$ cat src/rtl/periph_bus_master_pkg.sv
// Shared definitions for the peripheral bus initiator: bus address map,
// FSM state encoding and the key-code edge detect helper.
package periph_bus_master_pkg;

  localparam logic [3:0] KEY_ADDR  = 4'h0;
  localparam logic [3:0] IDLE_ADDR = 4'hF;

  typedef enum logic [1:0] {
    ST_IDLE  = 2'd0,
    ST_ISSUE = 2'd1,
    ST_WAIT  = 2'd2
  } state_t;

  // A keypad code is queued only on a press edge: non-zero and different
  // from the code seen by the previous poll.
  function automatic logic key_is_new(input logic [7:0] code, input logic [7:0] last);
    return (code != 8'h00) && (code != last);
  endfunction

endpackage

$ cat src/rtl/periph_bus_master_if.sv
// Peripheral bus: 4-bit address, 32-bit write data, write strobe and the
// slave's registered 8-bit read data (valid one clock after the address).
//   master: drives address/din/writeEnable, receives dout
//   slave : the reverse
interface periph_bus_master_if;
  logic [3:0]  address;
  logic [31:0] din;
  logic        writeEnable;
  logic [7:0]  dout;

  modport master (output address, din, writeEnable, input dout);
  modport slave  (input address, din, writeEnable, output dout);
endinterface

$ cat src/rtl/periph_bus_master_key_fifo.sv
// Show-ahead FIFO for keypad codes.
//   clk, rst        : clock, async active-high reset (empties the FIFO)
//   push, push_data : enqueue; accepted when not full or when popping this cycle
//   pop             : dequeue head; ignored when empty
//   full, empty     : occupancy flags
//   head            : oldest entry, valid while !empty
module periph_bus_master_key_fifo #(
  parameter int DEPTH = 4
) (
  input  logic       clk,
  input  logic       rst,
  input  logic       push,
  input  logic [7:0] push_data,
  input  logic       pop,
  output logic       full,
  output logic       empty,
  output logic [7:0] head
);

  localparam int AW = $clog2(DEPTH);

  logic [7:0]  mem [DEPTH];
  logic [AW:0] wr_ptr;
  logic [AW:0] rd_ptr;
  logic        do_push;
  logic        do_pop;

  // Pointers carry one extra wrap bit to tell full from empty.
  assign empty   = (wr_ptr == rd_ptr);
  assign full    = (wr_ptr[AW] != rd_ptr[AW]) && (wr_ptr[AW-1:0] == rd_ptr[AW-1:0]);
  assign do_pop  = pop && !empty;
  assign do_push = push && (!full || do_pop);
  assign head    = mem[rd_ptr[AW-1:0]];

  always_ff @(posedge clk or posedge rst) begin
    if (rst) begin
      wr_ptr <= '0;
      rd_ptr <= '0;
    end else begin
      if (do_push) wr_ptr <= wr_ptr + (AW+1)'(1);
      if (do_pop)  rd_ptr <= rd_ptr + (AW+1)'(1);
    end
  end

  always_ff @(posedge clk) begin
    if (do_push) mem[wr_ptr[AW-1:0]] <= push_data;
  end

endmodule

$ cat src/rtl/periph_bus_master.sv
// Peripheral bus initiator: runs CPU load/store requests as bus cycles,
// returns read data, and periodically polls the keypad, queuing new codes.
//   clk, rst                         : clock, async active-high reset
//   cpu_req/we/addr/wdata            : CPU request, held until cpu_ready
//   cpu_ready                        : request accepted this cycle
//   cpu_rvalid, cpu_rdata            : read completion pulse and held data
//   key_valid, key_data, key_pop     : show-ahead key-code queue
//   key_overflow, key_clear          : sticky drop flag and its clear
//   bus                              : peripheral bus (master side)
module periph_bus_master
  import periph_bus_master_pkg::*;
#(
  parameter int POLL_PERIOD    = 1000,
  parameter int KEY_FIFO_DEPTH = 4
) (
  input  logic        clk,
  input  logic        rst,
  input  logic        cpu_req,
  input  logic        cpu_we,
  input  logic [3:0]  cpu_addr,
  input  logic [31:0] cpu_wdata,
  output logic        cpu_ready,
  output logic        cpu_rvalid,
  output logic [7:0]  cpu_rdata,
  output logic        key_valid,
  output logic [7:0]  key_data,
  input  logic        key_pop,
  output logic        key_overflow,
  input  logic        key_clear,
  periph_bus_master_if.master bus
);

  localparam int CW = $clog2(POLL_PERIOD);

  state_t        state;
  state_t        state_nxt;
  logic [3:0]    addr_nxt;
  logic [31:0]   din_nxt;
  logic          we_nxt;
  logic          sel_cpu;
  logic          sel_poll;
  logic          capture;
  logic          owner_cpu;
  logic          last_cpu;
  logic [CW-1:0] poll_cnt;
  logic          poll_wrap;
  logic          poll_pend;
  logic [7:0]    last_key;
  logic          poll_cap;
  logic          key_push;
  logic          fifo_full;
  logic          fifo_empty;

  always_ff @(posedge clk or posedge rst) begin
    if (rst) begin
      state           <= ST_IDLE;
      bus.address     <= IDLE_ADDR;
      bus.din         <= '0;
      bus.writeEnable <= 1'b0;
    end else begin
      state           <= state_nxt;
      bus.address     <= addr_nxt;
      bus.din         <= din_nxt;
      bus.writeEnable <= we_nxt;
    end
  end

  // The CPU normally wins, but a pending poll goes first whenever the
  // previous transaction belonged to the CPU, so a busy CPU cannot starve it.
  always_comb begin
    state_nxt = state;
    addr_nxt  = bus.address;
    din_nxt   = bus.din;
    we_nxt    = 1'b0;
    sel_cpu   = 1'b0;
    sel_poll  = 1'b0;
    capture   = 1'b0;
    cpu_ready = 1'b0;
    case (state)
      ST_IDLE: begin
        addr_nxt = IDLE_ADDR;
        din_nxt  = '0;
        if (cpu_req && !(poll_pend && last_cpu)) begin
          sel_cpu   = 1'b1;
          cpu_ready = 1'b1;
          state_nxt = ST_ISSUE;
          addr_nxt  = cpu_addr;
          din_nxt   = cpu_wdata;
          we_nxt    = cpu_we;
        end else if (poll_pend) begin
          sel_poll  = 1'b1;
          state_nxt = ST_ISSUE;
          addr_nxt  = KEY_ADDR;
        end
      end
      ST_ISSUE: begin
        if (bus.writeEnable) begin
          state_nxt = ST_IDLE;
          addr_nxt  = IDLE_ADDR;
          din_nxt   = '0;
        end else begin
          state_nxt = ST_WAIT;
        end
      end
      ST_WAIT: begin
        capture   = 1'b1;
        state_nxt = ST_IDLE;
        addr_nxt  = IDLE_ADDR;
        din_nxt   = '0;
      end
      default: begin
        state_nxt = ST_IDLE;
        addr_nxt  = IDLE_ADDR;
        din_nxt   = '0;
      end
    endcase
  end

  assign poll_wrap = (poll_cnt == CW'(POLL_PERIOD - 1));
  assign poll_cap  = capture && !owner_cpu;
  assign key_push  = poll_cap && key_is_new(bus.dout, last_key);

  always_ff @(posedge clk or posedge rst) begin
    if (rst) begin
      owner_cpu    <= 1'b0;
      last_cpu     <= 1'b0;
      cpu_rvalid   <= 1'b0;
      cpu_rdata    <= '0;
      poll_cnt     <= '0;
      poll_pend    <= 1'b0;
      last_key     <= '0;
      key_overflow <= 1'b0;
    end else begin
      if (sel_cpu || sel_poll) begin
        owner_cpu <= sel_cpu;
        last_cpu  <= sel_cpu;
      end
      cpu_rvalid <= capture && owner_cpu;
      if (capture && owner_cpu) cpu_rdata <= bus.dout;
      poll_cnt <= poll_wrap ? '0 : poll_cnt + CW'(1);
      // A fresh wrap outranks the clear from a poll starting the same cycle.
      if (poll_wrap)     poll_pend <= 1'b1;
      else if (sel_poll) poll_pend <= 1'b0;
      if (poll_cap) last_key <= bus.dout;
      if (key_push && fifo_full && !key_pop) key_overflow <= 1'b1;
      else if (key_clear)                    key_overflow <= 1'b0;
    end
  end

  periph_bus_master_key_fifo #(.DEPTH(KEY_FIFO_DEPTH)) u_key_fifo (
    .clk       (clk),
    .rst       (rst),
    .push      (key_push),
    .push_data (bus.dout),
    .pop       (key_pop),
    .full      (fifo_full),
    .empty     (fifo_empty),
    .head      (key_data)
  );

  assign key_valid = !fifo_empty;

endmodule

$ cat src/flat_wrapper.sv
// flat-port wrapper written by rule: the top's interface ports become plain ports
module periph_bus_master_flat import periph_bus_master_pkg::*;
#(
  parameter int POLL_PERIOD    = 1000,
  parameter int KEY_FIFO_DEPTH = 4
)
  (clk, rst, cpu_req, cpu_we, cpu_addr, cpu_wdata, cpu_ready, cpu_rvalid, cpu_rdata, key_valid, key_data, key_pop, key_overflow, key_clear, bus_address, bus_din, bus_writeEnable, bus_dout);
  periph_bus_master_if bus_i ();
  input  logic clk;
  input  logic rst;
  input  logic cpu_req;
  input  logic cpu_we;
  input  logic [3:0] cpu_addr;
  input  logic [31:0] cpu_wdata;
  output logic cpu_ready;
  output logic cpu_rvalid;
  output logic [7:0] cpu_rdata;
  output logic key_valid;
  output logic [7:0] key_data;
  input  logic key_pop;
  output logic key_overflow;
  input  logic key_clear;
  output wire logic [$bits(bus_i.address)-1:0] bus_address;
  output wire logic [$bits(bus_i.din)-1:0] bus_din;
  output wire logic [$bits(bus_i.writeEnable)-1:0] bus_writeEnable;
  input wire logic [$bits(bus_i.dout)-1:0] bus_dout;
  assign bus_address = bus_i.address;
  assign bus_din = bus_i.din;
  assign bus_writeEnable = bus_i.writeEnable;
  assign bus_i.dout = bus_dout;
  periph_bus_master #(.POLL_PERIOD(POLL_PERIOD), .KEY_FIFO_DEPTH(KEY_FIFO_DEPTH)) u_core (.clk(clk), .rst(rst), .cpu_req(cpu_req), .cpu_we(cpu_we), .cpu_addr(cpu_addr), .cpu_wdata(cpu_wdata), .cpu_ready(cpu_ready), .cpu_rvalid(cpu_rvalid), .cpu_rdata(cpu_rdata), .key_valid(key_valid), .key_data(key_data), .key_pop(key_pop), .key_overflow(key_overflow), .key_clear(key_clear), .bus(bus_i));
endmodule
$ cat config.mk
export PLATFORM = sky130hd
export DESIGN_NAME = periph_bus_master_flat
export DESIGN_NICKNAME = d
export VERILOG_FILES = /design/src/rtl/periph_bus_master_pkg.sv /design/src/rtl/periph_bus_master_if.sv /design/src/rtl/periph_bus_master_key_fifo.sv /design/src/rtl/periph_bus_master.sv /design/src/flat_wrapper.sv
export SDC_FILE = /design/constraint.sdc
export NUM_CORES = 1
export LEC_CHECK = 0
export CAP_MARGIN = 20
export CORE_ASPECT_RATIO = 0.6
export CORE_UTILIZATION = 49
export DETAILED_ROUTE_END_ITERATION = 10
export PLACE_DENSITY = 0.91
export SLEW_MARGIN = 20
export SYNTH_ARGS = -nofsm -noshare
export SYNTH_HDL_FRONTEND = slang
export SYNTH_SLANG_ARGS = --single-unit
$ cat constraint.sdc
create_clock -name clk -period 3.3 [get_ports clk]
set_input_delay 0.66 -clock clk [delete_from_list [all_inputs] [get_ports clk]]
set_output_delay 0.66 -clock clk [all_outputs]
set_load 0.02 [all_outputs]
* Word level (Yosys, flattened, before mapping)
Memory sizes are Yosys's and may differ from the RTL's.
Index checks and enable logic that the tools add are counted.
** Storage, ports and cells
- Bits in registers :: 75
- Bits in writable memories :: 32
- Output and inout port bits :: 57
- Logic and storage cells :: 74
- Memories kept :: 1
** Operators by class
- Add/subtract/negate cells :: 3
- Equality and inequality tests :: 9
- Multiplexer cells :: 26
- Reduce and logical (&&, ||, !) cells :: 22
** Memories
- u_core.u_key_fifo.mem :: words 4, bits a word 8, read ports 1, clocked after Yosys merged registers in 0, wr ports 1, line periph_bus_master_key_fifo.sv:22 : logic [7:0] mem [DEPTH];
** Operator list (number)
- $mux 32 :: 2
- $pmux 32 s2 :: 1
- $mux 1 :: 14
- $mux 4 :: 3
- $logic_and 1x1->1 :: 11
- $add 10x1->10 const B :: 1
- $eq 10x10->1 const B :: 1
- $mux 10 :: 1
- $ne 8x8->1 :: 1
- $pmux 4 s2 :: 1
- $reduce_bool 8->1 :: 1
- $add 3x1->3 const B :: 2
- $mux 2 :: 3
- $logic_not 1->1 :: 5
- $pmux 2 s2 :: 1
- $reduce_bool 2->1 :: 2
- $eq 3x3->1 :: 1
- $ne 3x1->1 const B :: 1
- $eq 2x1->1 const B :: 1
- $eq 2x2->1 :: 1
- $eq 2x2->1 const B :: 1
- $logic_not 2->1 :: 1
- $logic_or 1x1->1 :: 2
- $ne 2x1->1 const B :: 1
- $ne 1x1->1 :: 1

* Depth between registers and ports, before layout
Gate-level depths: netlist of run 1.
- Word-level depth :: 7
- Depth in mapped cells :: 6
- Mapped depth without buffers :: 5

* Cells and area by module
A second synthesis of run 1 with hierarchy kept.
** Unflattened totals
- Cell total of the unflattened synthesis :: 279
- Area total of the unflattened synthesis :: 4360.4 µm²
** Modules (own cells, without submodules)
- periph_bus_master :: instances 1, cells each 201, area each 2708.8 µm², sequential area each 1731.7 µm²
- periph_bus_master_key_fifo :: instances 1, cells each 78, area each 1651.6 µm², sequential area each 1111.1 µm²

* Worst setup path after synthesis of run 1
OpenSTA, ideal clock, no wires.
- Path kind :: input to output
- Start point :: input cpu_req
- End point :: output cpu_ready
- Arrival time :: 1.564 ns
- Path slack :: 1.076 ns
- Cell stages on the path :: 4
- Path buffers :: 2
- Path through :: a21boi_1 -> and2_1 -> clkbuf_1 -> buf_2
** Between the ends
- Cells in the longest elaborated chain, start to end :: 3
** Ends and longest elaborated chain
- start, declared :: line flat_wrapper.sv:11 : input logic cpu_req;
- $logic_and 1x1->1 :: line periph_bus_master.sv:83 : if (cpu_req && !(poll_pend && last_cpu)) begin
- $mux 1 :: line periph_bus_master.sv:83
- $mux 1 :: line periph_bus_master.sv:79 : case (state)
- end, declared :: line flat_wrapper.sv:15 : output logic cpu_ready;
No other way between the ends.

* Worst setup path in the final report of run 1
- Start point :: register u_core.u_key_fifo.rd_ptr[0]
- End point :: output key_data[3]
** Between the ends
- Cells in the longest elaborated chain, start to end :: 1
** Ends and longest elaborated chain
- start, declared :: line periph_bus_master_key_fifo.sv:24 : logic [AW:0] rd_ptr;
- start signal, assigned :: line periph_bus_master_key_fifo.sv:41 : if (do_pop) rd_ptr <= rd_ptr + (AW+1)'(1);
- $mem_v2 4x8
- end, declared :: line flat_wrapper.sv:19 : output logic [7:0] key_data;
No other way between the ends.

==> results of run 1 <==
-- path summary, 6_finish.rpt --
check	start	endpoint	slack, ns	depth (start not counted)
hold / removal	u_core.u_key_fifo.rd_ptr[2]	u_core.u_key_fifo.rd_ptr[2]	0.50	1
min in group asynchronous	rst	u_core.bus.din[21]	0.77	2
hold reg to reg	u_core.u_key_fifo.rd_ptr[2]	u_core.u_key_fifo.rd_ptr[2]	0.50	1
setup / recovery	u_core.u_key_fifo.rd_ptr[0]	key_data[3]	0.43	3
max in group asynchronous	rst	u_core.bus.din[26]	1.75	3
setup reg to reg	u_core.owner_cpu	u_core.u_key_fifo.mem[0][5]	1.06	4
-- flip-flops by register name, indices dropped and copies added, names as in the netlist, 3 cells and up --
signal and flops:
u_core.bus.din 32, u_core.u_key_fifo.mem 32, u_core.poll_cnt 10, u_core.cpu_rdata 8
u_core.last_key 8, u_core.bus.address 4, u_core.u_key_fifo.rd_ptr 3, u_core.u_key_fifo.wr_ptr 3
-- through the flow --
| stage | util, % | hold WS [ns] | cells | power, mW | setup WS (ns) |
|---|---|---|---|---|---|
| after floorplan | - | 0.448 | 275 | 2.24 | 0.737 |
| after global placement | 67.2 | 0.470 | 487 | 2.70 | 0.532 |
| after detailed placement | 67.2 | 0.491 | 487 | 2.74 | 0.464 |
| after CTS | 71.4 | 0.509 | 503 | 3.94 | 0.389 |
| after global routing | 71.4 | 0.514 | 503 | 4.06 | 0.340 |
| final | 71.4 | 0.500 | 503 | 3.90 | 0.434 |
-- cells in the mapped netlist, drive strengths merged --
| cell | count | share of area [%] |
|---|---|---|
| or4 | 2 | 0.44 |
| edfxtp | 32 | 23 |
| and2 | 4 | 0.59 |
| a31oi | 1 | 0.15 |
| nand3 | 5 | 0.59 |
| buf | 5 | 0.73 |
| nor2 | 16 | 1.4 |
| mux2 | 18 | 4.8 |
| nor2b | 1 | 0.15 |
| nand3b | 2 | 0.35 |
| ha | 6 | 1.8 |
| mux4 | 8 | 4.2 |
| and4 | 1 | 0.21 |
| inv | 6 | 0.53 |
| a21boi | 1 | 0.18 |
| dfrtp | 71 | 42 |
| dfstp | 4 | 2.5 |
| xnor2 | 16 | 3.3 |
| o21a | 1 | 0.18 |
| o31ai | 1 | 0.18 |
| a21oi | 7 | 0.82 |
| xor2 | 6 | 1.2 |
| nand2 | 9 | 0.79 |
| clkbuf | 4 | 0.35 |
| nor3 | 3 | 0.73 |
| nand4 | 2 | 0.29 |
| nand2b | 1 | 0.15 |
| nor3b | 2 | 0.73 |
| and3 | 5 | 0.73 |
| a22o | 33 | 6.8 |
| o21ai | 1 | 0.38 |
| nor4b | 1 | 0.56 |
-- cell type report --
class | instances | area share [%]
Sequential cell | 107 | 48.9
Clock buffer | 9 | 3.88
Multi-Input combinational cell | 153 | 23.3
Clock inverter | 7 | 2.00
Tap cell | 108 | 2.33
Timing Repair Buffer | 113 | 19.2
Inverter | 6 | 0.388
-- metal layers --
layer	vias to the layer above	wire (um)	part of all wire (%)	GRT usage (%)
met3	15	703	7.5	8.51
li1	1246	-	-	-
met2	99	4460	48	36.3
met1	1382	3980	43	28.2
met5	-	0	0	0
met4	0	191	2.0	8.40
-- cells by family after synthesis --
family / synth area share [%]
adders and majority gates: 1.76
DFF: 66.7
xor gates and xnor gates: 4.52
buffers and inverters: 1.61
muxes: 9.07
AOI/OAI and AO/OA: 8.66
and+or+nand+nor: 7.72
-- power by group through the flow --
stage	logic (mW)	registers, mW	clock network [mW]
floorplan	0.493	1.74	0
global placement	1.03	1.66	0
detailed placement	1.07	1.67	0
CTS	1.07	1.65	1.22
global route	1.13	1.66	1.26
finish	1.06	1.65	1.20
-- worst max-delay path, delay by kind of cell, from the launching register on --
family / cells / cell delay, ns
DFF: 1 / 0.54
buffers and inverters: 2 / 0.81
muxes: 1 / 0.51
==> flow_summary_export.csv, run 1 <==
group,metric,value,unit
pwr,switchingPower,1.09,mW
clock_tree,cts_made_buffers,9,
finish,mostFrequentLayoutCell,"clkdlybuf4s50_1",
worst_setup_path,endpoint_kind,"output pin",
pwr,clkPwrFrac,30.6,%
placement,globalplace.congestion,0.750,
finish,multi_input_area,0.00135,mm^2
clock_tree,cts_max_level,3,
route,viasPerCell,5.45,
clock_tree,root_buffer,"clkbuf_16",
clock_tree,clk_pin_slew,0.06,ns
finish,drive_gt1_share,14.9,%
grt,grt_pass1_wl,14.8,mm
placement,port_buffers,106,
clock_tree,post_cts_buffers,0,
route,drc,0,
pwr,p_sw_share,28.0,%
worst_setup_path,cp_cell_sequence,"buf_4 > mux4_2 > clkdlybuf4s50_1",
clock_tree,cts_tree,"done",
pwr,power_frac_seq,42.2,%
route,ant_nets,0,
timing,rsz0062_at_grt,"no",
worst_setup_path,cp_slowest_cell,"clkdlybuf4s50_1",
floorplanning,io_pins,107,
pwr,vdd.ir_drop.worst,0.377,mV
pwr,p_leak,2.38,nW
logic_synthesis,synth_cell_types,39,
floorplanning,row_count,25,
finish,area_delta_synth_final,36.2,%
timing,period_minus_slack,2.87,ns
finish,nets,446,
timing,hold_viol_final,0,
clock_tree,ctsResizeCount,0,
clock_tree,ctsHoldBuffers,0,
timing,setup_viol_count_final,0,
floorplanning,start_util,52.4,%
worst_setup_path,slowest_delay,0.56,ns
grt,first_global_vias,2906,
timing,period_share,86.8,%
placement,place_area,0.00547,mm^2
floorplanning,die_area,0.00909,mm^2
timing,fmax,349,MHz
logic_synthesis,synthCells,275,
pwr,share_comb_of_total_power,27.2,%
grt,grt_usage,22.5,%
flow_run,drv_cap,0,
pwr,internal_power,2.81,mW
grt,overflow,0,
logic_synthesis,yosysWarnings,0,
timing,slew_headroom,34.8,%
timing,fin_setup_tns,0,ns
finish,diodes,0,
worst_setup_path,critPathKind,"reg2out",
timing,drv_slew,0,
grt,antenna_found_initial,0,
finish,seqCellArea,0.00284,mm^2
outcome,outcome,"finished, final reports clean",
worst_setup_path,arrival,2.21,ns
route,drtIter0Drc,117,
logic_synthesis,synth-seq-area-share,66.7,%
clock_tree,cts.sinks,107,
grt,grt_max_degree,39,
placement,dp_hpwl,6.65,mm
floorplanning,core,0.00813,mm^2
route,vias,2742,
finish,design_area,0.00581,mm^2
worst_setup_path,crit_path_start_kind,"flip-flop",
hold_path,hp-class,"reg2reg",
finish,fill_cells,499,
clock_tree,clk_latency,0.34,ns
route,drt_wl_total,9.33,mm
worst_setup_path,path_max_fanout,6,
logic_synthesis,syn_area,0.00426,mm^2
floorplanning,die_h,74.3,um
timing,tightest_slew,0.977,ns
timing,finClkSkew,0.0104,ns
logic_synthesis,synth_nets,331,
finish,layout_common_cells,"106 x clkdlybuf4s50_1, 71 x dfrtp_1, 33 x a22o_1",
floorplanning,die_width,122,um
route,firstDrtPassIters,4,
route,avgRoutedWirePerCell,18.6,um
logic_synthesis,ys_seq_elements,107,
clock_tree,cts_buffer_depth,2,
logic_synthesis,postSynthAreaPerCell,15.5,um^2
pwr,p_per_area,672,mW/mm^2
worst_setup_path,crit_required,2.64,ns
No activity file was read; power rests on OpenSTA's default activity.
==> inputs of run 2 (changes only) <==
--- a/config.mk
+++ b/config.mk
@@ -5,6 +5,7 @@
 export SDC_FILE = /design/constraint.sdc
 export NUM_CORES = 1
 export LEC_CHECK = 0
+export ABC_CLOCK_PERIOD_IN_PS = 3300
 export CAP_MARGIN = 20
 export CORE_ASPECT_RATIO = 0.6
 export CORE_UTILIZATION = 49
==> results of run 2 <==
No change in the layout: final DEF, timing and power equal those of run 1.
==> inputs of run 3 (changes only) <==
--- a/config.mk
+++ b/config.mk
@@ -10,6 +10,7 @@
 export CORE_ASPECT_RATIO = 0.6
 export CORE_UTILIZATION = 49
 export DETAILED_ROUTE_END_ITERATION = 10
+export GPL_ROUTABILITY_DRIVEN = 0
 export PLACE_DENSITY = 0.91
 export SLEW_MARGIN = 20
 export SYNTH_ARGS = -nofsm -noshare
==> results of run 3 <==
No change in the layout: final DEF, timing and power equal those of run 1.
==> patch 1: new RTL, config.mk and constraints of run 3 <==
`POLL_PERIOD` is set to 1000 in 2 places; all go to 500.
--- a/src/rtl/periph_bus_master.sv
+++ b/src/rtl/periph_bus_master.sv
@@ -12,3 +12,3 @@
 #(
-  parameter int POLL_PERIOD    = 1000,
+  parameter int POLL_PERIOD    = 500,
   parameter int KEY_FIFO_DEPTH = 4
--- a/src/flat_wrapper.sv
+++ b/src/flat_wrapper.sv
@@ -3,3 +3,3 @@
 #(
-  parameter int POLL_PERIOD    = 1000,
+  parameter int POLL_PERIOD    = 500,
   parameter int KEY_FIFO_DEPTH = 4
Check against the original RTL: same outputs for any inputs over 10 cycles, from zero or initial values and one cycle with rst high; that may be too few to reach the edited logic, so the function may still have changed.
==> patch 1 against run 3 <==
- combinational power about the same
- wire length decreased by 4.7%
- cell area decreased by 1.8%
- synthesized area decreased by 0.79%
- cell count decreased by 1.8%
- setup slack got worse by 0.041 ns
- critical endpoint is now key_data[4]
- sequential cell count decreased by 1
- non-clock buffer count decreased by 3
- power decreased by 5.1%
==> patch 1: results <==
export IMPL_num_vias=2676
export IMPL_synthAdderAreaFrac_pct=1.775
export IMPL_p_leak_uw=0.002333
export IMPL_cts_path_max_buffers=2
export IMPL_synthMuxAreaShare_pct=9.139
export IMPL_grt_pass1_vias=2823
export IMPL_synth_nets=325
export IMPL_detail_route_wl_per_cell_um=18.01
export IMPL_whs_path_depth=1
export IMPL_synth_common_cells="dfrtp_1, a22o_1, edfxtp_1, mux2_2, xnor2_1"
export IMPL_status="completed"
export IMPL_syn_avg_cell_area_um2=15.73
export IMPL_reg2regPathDepth=6
export IMPL_arrival_ns=2.25
export IMPL_drtIter0Drc=138
export IMPL_clock_latency_ns=0.35
export IMPL_root_buffer="clkbuf_16"
export IMPL_cp_slowest_cell="clkdlybuf4s50_1"
export IMPL_yosys_top_cells_area="dfrtp_1, edfxtp_1, a22o_1"
export IMPL_hold_path_end="u_core.poll_cnt[0]"
export IMPL_diodes=0
export IMPL_grt_usage_pct=21.92
export IMPL_whs_ns=0.4702
export IMPL_synth_compound_area_share_pct=8.844
export IMPL_worstReg2RegEnd="u_core.u_key_fifo.mem[1][0]"
export IMPL_finClkSkew_ns=0.005200
export IMPL_yosysWarnings=0
export IMPL_ys_seq_area_share_pct=66.61
export IMPL_switching_share_pct=28.58
export IMPL_relSlewSlack_pct=33.06
export IMPL_finalNetCount=437
export IMPL_post_cts_buffers=0
export IMPL_synth_xor_xnor_area_share_pct=4.318
export IMPL_grt_pass1_wl_um=14370
export IMPL_hpwl_um=6224
export IMPL_first_pass_iters=4
export IMPL_viasPerCell=5.417
export IMPL_grt_overflow=0
export IMPL_cp_top_family="buffers and inverters"
export IMPL_grt_max_degree=40
export IMPL_cts_inserted_buffers=9
export IMPL_dp_slack_ns=0.4837
export IMPL_min_from="u_core.poll_cnt[0]"
export IMPL_num_fill_cells=536
export IMPL_max_vdd_ir_drop_mv=0.4163
export IMPL_clkPwrFrac_pct=27.4
export IMPL_drive_gt1_share_pct=13.99
export IMPL_dpl_cell_count=478
export IMPL_p_comb_uw=1060
export IMPL_ys_async_sr_fraction_pct=69.81
export IMPL_setup_reg_to_reg_worst_slack_ns=1.11
export IMPL_critPathMaxStageDelay_ns=0.57
export IMPL_r2r_start="u_core.u_key_fifo.rd_ptr[0]"
## patch 1: through the flow
stage	cell area (µm²)	power, µW
floorplan	4230	2241
global placement	5416	2687
detailed placement	5416	2720
CTS	5703	3742
global route	5703	3871
finish	5703	3705
## patch 1: metal layers
| layer | GRT usage (%) | vias up | share of wire (%) |
|---|---|---|---|
| li1 | - | 1216 | - |
| met1 | 28.93 | 1356 | 44 |
| met2 | 34.09 | 93 | 47 |
| met3 | 8.052 | 11 | 7.2 |
| met4 | 7.407 | 0 | 1.3 |
| met5 | 0 | - | 0 |
## patch 1: area by class of cell
class / count / share of cell area (%)
Multi-Input combinational cell: 148 / 23.45
Sequential cell: 106 / 49.41
Clock buffer: 15 / 4.893
Clock inverter: 1 / 0.1316
Inverter: 6 / 0.3949
Tap cell: 108 / 2.369
Timing Repair Buffer: 110 / 19.35
## patch 1: logic make-up after synthesis
family                   after synthesis
flip-flops                           106
AND/OR/NAND/NOR                       50
AO/OA/AOI/OAI                         46
multiplexers                          26
XOR/XNOR                              20
buffers and inverters                 15
adder cells (fa/ha/maj)                6
## patch 1: worst max path at each step
| stage | start | slack [ns] | cells past startpoint | to |
|---|---|---|---|---|
| 6_report | u_core.u_key_fifo.rd_ptr[0] | 0.39 | 3 | key_data[4] |
| 5_1_grt | u_core.u_key_fifo.rd_ptr[0] | 0.28 | 3 | key_data[4] |
| 4_1_cts | u_core.u_key_fifo.rd_ptr[0] | 0.34 | 3 | key_data[4] |
| 3_5_place_dp | bus_dout[0] | 0.48 | 5 | u_core.u_key_fifo.mem[0][5] |
| 3_3_place_gp | cpu_req | 0.53 | 4 | cpu_ready |
| 2_1_floorplan | rst | 0.76 | 1 | u_core.bus.din[0] |
==> patch 2: new RTL, config.mk and constraints of run 3 <==
Made on the original files. Reset style: synchronous (`rst`), changed in 3 clocked blocks. Comments in the files are not updated.
--- a/src/rtl/periph_bus_master_key_fifo.sv
+++ b/src/rtl/periph_bus_master_key_fifo.sv
@@ -34,3 +34,3 @@
 
-  always_ff @(posedge clk or posedge rst) begin
+  always_ff @(posedge clk) begin
     if (rst) begin
--- a/src/rtl/periph_bus_master.sv
+++ b/src/rtl/periph_bus_master.sv
@@ -53,3 +53,3 @@
 
-  always_ff @(posedge clk or posedge rst) begin
+  always_ff @(posedge clk) begin
     if (rst) begin
@@ -122,3 +122,3 @@
 
-  always_ff @(posedge clk or posedge rst) begin
+  always_ff @(posedge clk) begin
     if (rst) begin
Behaviour: differs if rst is asserted again (counterexample within 4 cycles, from zero or initial values and one cycle with rst high); with rst held inactive, the same outputs for 10 cycles.
==> patch 2 against run 3 <==
- fmax increased by 2.0%
- sequential share of layout area decreased by 3.4 points
- wire length decreased by 4.1%
- hold slack got worse by 0.027 ns
- register-to-register slack got worse by 0.04 ns
- cell area decreased by 5.4%
- setup slack improved by 0.056 ns
- synthesized area decreased by 5.0%
- count of clock-buffer cells in the layout unchanged
- sequential cell count increased by 2
Power is not compared: it rests on default switching activity, and its combinational part moved more than twofold at a synthesized area within 25%.
==> patch 2: results <==
export IMPL_regArea_um2=2502
export IMPL_drive_gt1_share_pct=8.216
export IMPL_num_fill_cells=578
export IMPL_min_path_type="reg2reg"
export IMPL_post_cts_buffers=0
export IMPL_ys_seq_area_share_pct=61.77
export IMPL_arrival_ns=2.15
export IMPL_synthMuxAreaShare_pct=9.203
export IMPL_relSlewSlack_pct=53.15
export IMPL_antenna_found_initial=0
export IMPL_grt_max_degree=34
export IMPL_die_area_um2=8648
export IMPL_synth_edff_count=32
export IMPL_synth_cell_types=37
export IMPL_hpwl_um=6326
export IMPL_finalNetCount=477
export IMPL_grt_pass1_vias=2919
export IMPL_max_vdd_ir_drop_mv=0.2650
export IMPL_dp_slack_ns=0.4858
export IMPL_ys_async_sr_fraction_pct=0
export IMPL_detail_route_wl_per_cell_um=16.76
export IMPL_nMultiInputCombCells=187
export IMPL_worst_path_max_fanout=4
export IMPL_synth_common_cells="dfxtp_1, nor2_1, a22o_1, edfxtp_1, mux2i_1"
export IMPL_synth_seq_cells=109
export IMPL_n_all_inverters=3
export IMPL_drtIter0Drc=158
export IMPL_status="completed"
export IMPL_grt_pass1_wl_um=14490
export IMPL_synth_xor_xnor_area_share_pct=4.324
export IMPL_yosys_top_cells_area="dfxtp_1, edfxtp_1, a22o_1"
export IMPL_post_cts_resized=0
export IMPL_clk_share_pct=5.147
export IMPL_buffers=111
export IMPL_clock_latency_ns=0.34
export IMPL_synth_compound_area_share_pct=9.265
export IMPL_finClkSkew_ns=0.006609
export IMPL_p_leak_uw=0.002032
export IMPL_synthFlopType="dfxtp_1"
export IMPL_diodes=0
export IMPL_synthAdderAreaFrac_pct=1.853
export IMPL_num_vias=2798
export IMPL_clkTransAtPathRegs_ns=0.07
export IMPL_postPlaceCellArea_um2=5211
export IMPL_grt_usage_pct=21.90
export IMPL_buf_share_pct=20.00
export IMPL_first_pass_iters=4
export IMPL_synth_nets=372
export IMPL_multi_input_area_um2=1464
==> patch 2: changes by cell type after synthesis, sizes merged, moves of 4 or more <==
cell	run 3	this run
dfstp	4	0
dfxtp	0	77
nand2	9	13
mux2	18	2
mux2i	0	17
nor4	0	4
and3	5	1
clkbuf	4	9
nor2	16	38
dfrtp	71	0
==> patch 2: kinds of logic (layout without fill, tap and decap cells) <==
family,count (synthesis),after routing
flops,109,109
simple gates,88,88
compound gates,46,46
mux,27,27
xor+xnor,20,20
buf+inv,20,130
fa+ha+maj,6,6
==> patch 2: final timing paths <==
path,startpoint,to,slack [ns],depth (start not counted)
hold reg to reg,u_core.poll_cnt[0],u_core.poll_cnt[0],0.47,1
hold / removal,u_core.poll_cnt[0],u_core.poll_cnt[0],0.47,1
setup / recovery,cpu_req,cpu_ready,0.49,4
setup reg to reg,u_core.state[1],u_core.u_key_fifo.wr_ptr[2],1.02,5
==> patch 2: worst max-delay path, cell delays in order <==
cell	delay, ns
clkdlybuf4s50_1	0.53
nand2_1	0.13
nor3_1	0.19
clkdlybuf4s50_1	0.64
==> patch 2: per-stage QoR <==
stage	cells	hold slack [ns]
global placement	518	0.4245
floorplan	316	0.4130
finish	534	0.4733
CTS	534	0.4703
global route	534	0.4959
detailed placement	518	0.4601
==> patch 2: power by group <==
part | total, µW | internal [µW] | switching (µW)
sequential | 1450 | 1410 | 31.8
combinational | 291 | 157 | 134
clock | 1020 | 524 | 497
==> patch 2: routing by layer <==
| layer | vias to the layer above | share of wire (%) | track usage (%) |
|---|---|---|---|
| met5 | - | 0 | 0 |
| met4 | 0 | 0.17 | 3.472 |
| met3 | 3 | 8.9 | 10.53 |
| met2 | 87 | 48 | 36.89 |
| met1 | 1358 | 43 | 26.17 |
| li1 | 1350 | - | - |
